### config.mk
export PLATFORM = sky130hd
export DESIGN_NAME = zx_mapper
export DESIGN_NICKNAME = d
export VERILOG_FILES = /design/src/rtl/zx_mapper.sv
export SDC_FILE = /design/constraint.sdc
export NUM_CORES = 1
export LEC_CHECK = 0
export ABC_CLOCK_PERIOD_IN_PS = 1260
export BUFFER_PORTS_ARGS = -buffer_cell sky130_fd_sc_hd__buf_4
export CAP_MARGIN = 40
export CORE_MARGIN = 2
export CORE_UTILIZATION = 40
export CTS_CLUSTER_DIAMETER = 30
export DETAILED_ROUTE_END_ITERATION = 7
export PLACE_DENSITY = 0.75
export SYNTH_ARGS = -nofsm -noshare
export SYNTH_HDL_FRONTEND = slang
export SYNTH_SLANG_ARGS = --single-unit
### constraint.sdc
create_clock -name clock -period 1.26 [get_ports clock]
set_input_delay 0.063 -clock clock [delete_from_list [all_inputs] [get_ports clock]]
set_output_delay 0.063 -clock clock [all_outputs]
set_load 0.1 [all_outputs]
### src/rtl/zx_mapper.sv
// zx_mapper: 128K/+3 memory mapper decoding 7FFD paging into 8K physical pages, with divMMC overlay.
// Optional +3 paging (1FFD, special all-RAM modes, 4 ROMs) is enabled by defining PLUS3_PAGING_EN.
module zx_mapper #(
   parameter int ADDR_W     = 21,
   parameter int BANKS      = 8,
   parameter int ROMS       = 2,
   parameter int ROM_PG     = 128,
   parameter int DIV_ROM_PG = 192,
   parameter int DIV_RAM_PG = 208
) (
   input  logic              clock,
   input  logic              reset,
   input  logic              ce,
   input  logic              mreq,
   input  logic              iorq,
   input  logic              wr,
   input  logic [7:0]        d,
   input  logic [15:0]       a,
   input  logic              divMap,
   input  logic              divRam,
   input  logic [3:0]        divPage,
   output logic [ADDR_W-1:0] memA,
   output logic              memWe,
   output logic              vidBank,
   output logic              contend,
   output logic              locked
);
   localparam int PW = ADDR_W - 13;
   localparam int BB = $clog2(BANKS);
   typedef enum logic {ARMED, DONE} detState_t;
   detState_t detState;
   logic [BB-1:0] pageBank, ramBank;
   logic [PW-1:0] page;
   logic [1:0] slot;
   logic romLo, hit7ffd, anyHit, isRam, divArea, isDivRam, ramHit, wrProt;
   assign slot = a[15:14];
   assign hit7ffd = !iorq && !wr && !a[15] && !a[1];
`ifdef PLUS3_PAGING_EN
   logic [2:0] p3;
   logic [2:0] spBank;
   logic [1:0] rom;
   logic hit1ffd;
   assign rom = {p3[2], romLo};
   assign hit1ffd = !iorq && !wr && a[15:12] == 4'b0001 && !a[1];
   assign anyHit = hit7ffd || hit1ffd;
   if (ROMS != 2 && ROMS != 4) begin : gBadRoms
      $error("zx_mapper: ROMS must be 2 or 4");
   end
`else
   logic rom;
   assign rom = romLo;
   assign anyHit = hit7ffd;
   if (ROMS != 2) begin : gBadRoms
      $error("zx_mapper: ROMS > 2 requires PLUS3_PAGING_EN");
   end
`endif
   always_comb begin
      ramBank = slot == 2'd1 ? BB'(5) : slot == 2'd2 ? BB'(2) : pageBank;
      isRam = slot != 2'd0;
`ifdef PLUS3_PAGING_EN
      // special modes: 00:0123 01:4567 10:4563 11:4763
      spBank = p3[2:1] == 2'd0 ? {1'b0, slot} : p3[2:1] == 2'd1 ? {1'b1, slot} :
               slot == 2'd3 ? 3'd3 : (p3[2:1] == 2'd3 && slot == 2'd1) ? 3'd7 : {1'b1, slot};
      ramBank = p3[0] ? BB'(spBank) : ramBank;
      isRam = p3[0] || isRam;
`endif
      divArea = divMap && slot == 2'd0;
      isDivRam = divArea && a[13] && divRam;
      ramHit = isRam && !divArea;
      page = divArea ? (isDivRam ? PW'(DIV_RAM_PG) + PW'(divPage) : PW'(DIV_ROM_PG)) :
             isRam ? PW'({ramBank, a[13]}) : PW'(ROM_PG) + PW'({rom, a[13]});
      // divMMC RAM page 3 is only writable outside the overlay, so it is read-only here
      wrProt = divArea ? !(isDivRam && divPage != 4'd3) : !ramHit;
   end
   always_ff @(posedge clock) begin
      if (reset) begin
         detState <= ARMED;
         pageBank <= '0;
         romLo    <= 1'b0;
         vidBank  <= 1'b0;
         locked   <= 1'b0;
         memA     <= '0;
         memWe    <= 1'b1;
         contend  <= 1'b0;
`ifdef PLUS3_PAGING_EN
         p3       <= '0;
`endif
      end else if (ce) begin
         memA    <= {page, a[12:0]};
         memWe   <= wrProt || mreq || wr;
         contend <= !mreq && ramHit && ramBank[0];
         if (iorq)
            detState <= ARMED;
         else if (detState == ARMED && anyHit) begin
            detState <= DONE;
            if (!locked && hit7ffd) begin
               pageBank <= BB'({d[7:6], d[2:0]});
               vidBank  <= d[3];
               romLo    <= d[4];
               locked   <= d[5];
            end
`ifdef PLUS3_PAGING_EN
            if (!locked && hit1ffd)
               p3 <= d[2:0];
`endif
         end
      end
   end
endmodule

==> results.md <==
- Sw Share: 0.346
- Number of fill cells: between 200 and 250
- Top post-synthesis cells by count: dfxtp_1 (29), nor2_1 (24), mux2i_1 (15)
- Setup TNS: 0 ps
- Via density: 5.18
- Distinct cell type count after synthesis: 28
- Placed Area: 0.00168 sq mm
- Design area: just under 0.002 sq mm
- Final Wtd Congestion: 0.818
- DRC errors left: 5
- Comb power frac: 0.290
- Max-slew violation count: 0
- Clock slew at reported path FFs: 90 ps
- EDFF count, synth: 0
- Initial Util: 0.425
- Crit path kind: reg -> reg
- Post-synth top area share: 0.487
- Die area: 0.00343 sq mm
- Initial antenna violation count: 0
- Yosys warns: 0
- Simple-gate share of the synthesized area: 0.221
- Antenna cells: 0
- CP Launch Type: flop
- Main combinational cell family by area after synthesis: simple AND/OR/NAND/NOR gates
- Cell taking the most area after synthesis: dfxtp_1
- Mapped Avg Cell Area: 9.24 sq um
- Via count: 1228
- Iter 0 DRT Violations: 59
- Final Cycle Share: 0.980
- Post-Route Skew: 2.42 ps
- Hold Crit Class: in -> reg
- Switching power: 0.755 mW
- Clock network fraction of total power: 0.263
- Vias in the first global route: 1262
- Post-CTS setup buffers: 0
- GRT Total Usage: 0.214
- Ys async rst share: 0
- Placed Instances: 214
- Status: finished, violations left
- FF+latch count, synth: 29
- GR Overflow Total: 0
- Core area: 0.00281 sq mm
- VDD IR-drop max: 0.000780 V
- Pin count of the biggest net entering global routing: 30
- Req. time, crit path: 1470 ps
- TritonCTS Buffers: 5
- DRT antenna net count: 0
- DR pass1 iterations: 6
- IO buf count: 57
- Sequential share of power: 0.448
- CTS Sinks: 29
- Worst Hold Launch: d[2]
- CP Max Fanout: 5
- Fmax: 810 MHz
- Final hold vios: 0
- Failing checks: design-rule violations
- Area grow syn2layout: 61.9%
- Fin nets: around 240
- Post-DP HPWL: 2.26 mm
- WHS Path Cells: 3
- CTS Root Cell: clkbuf_4
- Worst R2R Start: detState
- Internal power: around 1.4 mW
- Final setup viols: 0
- Post-synthesis xor/xnor area fraction: 0
- Worst path arrival time: roughly 1400 ps
- Die Y: 58.6 um
- Die W: 58.6 um
- Post-Syn Area: around 0.0012 sq mm
- Finished Layout Cells: roughly 240
- Final WL: 3.34 mm
- Routed wire per std cell: 14.1 um
- Htree depth: 2
- Pwr Density: 1130 mW/mm^2
- Seq/Total Area, Yosys: 0.487
- Hold endpoint: pageBank[2]
- I/O pin count: 61
- Clock buffer depth: 2
- Worst skew pair latency: 330 ps
- Worst r2r path cells: 3
- CTS tree: yes
- Leak Pwr: 0.860 nW
- Min Tclk post-route: 1230 ps
- Top FF cell, synth: dfxtp_1
- First-pass GRT wire length: ~5.5 mm
- Mapped Cells: roughly 130
- Max cap viols: 0
- Compound-Gate Fraction of Synth Area: 0.122
- Adder-Cell Fraction of Synth Area: 0
- Most common cell in the netlist: dfxtp_1
- RSZ-0062 raised after global routing: true
- Multiplexer area fraction after synthesis: 0.126
- Top cells by area, synth: dfxtp_1 (49%), mux2i_1 (13%), nor2_1 (7.6%), a21oi_1 (3.8%), o21ai_0 (3.4%)
- Critical Path End Type: flop
- R2R Setup Slk: 30 ps
- Synthesized Nets: 165
- Row count: 19
- Share of layout cells above drive strength 1: 0.417
- R2r endpoint: vidBank
-- what timing repair did --
action                                  in CTS  in global routing
hold buffers                                16                  0
endpoints found under the hold margin       16                  0
resized for setup                            0                 13
endpoints found under the setup margin       0                  5
-- critical path: stages (launching register included) --
cell     delay (ps)
dfxtp_1         320
or4_4           580
o21ai_1         150
a21oi_1          80
-- through the flow --
step | hold slack (ps) | power (mW) | setup slack, ps | utilization
6_report | 7.43 | 2.18 | 25.7 | 0.688
5_1_grt | 0.835 | 2.28 | -22.4 | 0.688
4_1_cts | 5.63 | 2.19 | 13.9 | 0.675
3_5_place_dp | 307 | 1.58 | 29.1 | 0.599
3_3_place_gp | 297 | 1.57 | 54.0 | 0.599
2_1_floorplan | 203 | 1.40 | 14.6 | -
-- state kept, by name, indices dropped and copies added, names as in the netlist --
| register | cells |
|---|---|
| rom | 1 |
| detState | 1 |
| locked | 1 |
| vidBank | 1 |
| contend | 1 |
| pageBank | 3 |
| memWe | 1 |
| memA | 20 |
-- power groups by stage --
stage          sequential [mW]  clock (mW)  combinational, mW
4_1_cts                  0.978       0.592              0.621
6_report                 0.977       0.573              0.632
3_5_place_dp             0.998           0              0.581
2_1_floorplan             1.27           0              0.130
3_3_place_gp             0.995           0              0.573
5_1_grt                  0.982       0.634              0.663
-- cell families after synthesis --
logic type,count (synthesis)
other,1
AOI/OAI and AO/OA,24
DFF,29
and+or+nand+nor,49
buffers and inverters,11
muxes,15
-- worst max-delay path by stage --
stage | startpoint | to | depth (start not counted)
finish | detState | vidBank | 3
global route | detState | pageBank[1] | 3
CTS | detState | pageBank[1] | 3
detailed placement | detState | pageBank[1] | 3
global placement | detState | vidBank | 3
floorplan | memA[17] | memA[17] | 2
-- cell usage in the layout (no fill, tap or decap), drive strengths merged --
master       instances
clkbuf               7
conb                 1
nand4bb              1
nand3                5
or4                  1
mux2i               15
a41oi                1
dfxtp               29
nor3b                3
inv                  3
a21oi                9
o21ai                8
nand2b               4
nand4                5
dlygate4sd3         16
or3b                 1
a21o                 1
a22oi                1
nand2                3
a311oi               3
nor4                 1
nor2                24
nand4b               1
buf                 62
a311o                1
-- layout make-up --
type                       count  area, sq um  share of cell area
clock buffer                   7         55.1              0.0285
inverter                       3         11.3             0.00583
multi-input combinational     89          609               0.316
sequential                    29          591               0.306
tap                           31         38.8              0.0201
timing repair buffer          78          626               0.324
-- routing by layer --
metal | up-vias | global-route usage | share of wire
li1 | 608 | - | -
met1 | 567 | 0.225 | 0.39
met2 | 45 | 0.369 | 0.51
met3 | 8 | 0.0791 | 0.084
met4 | 0 | 0.117 | 0.023
met5 | - | 0 | 0
No activity file was read; power rests on OpenSTA's default activity.
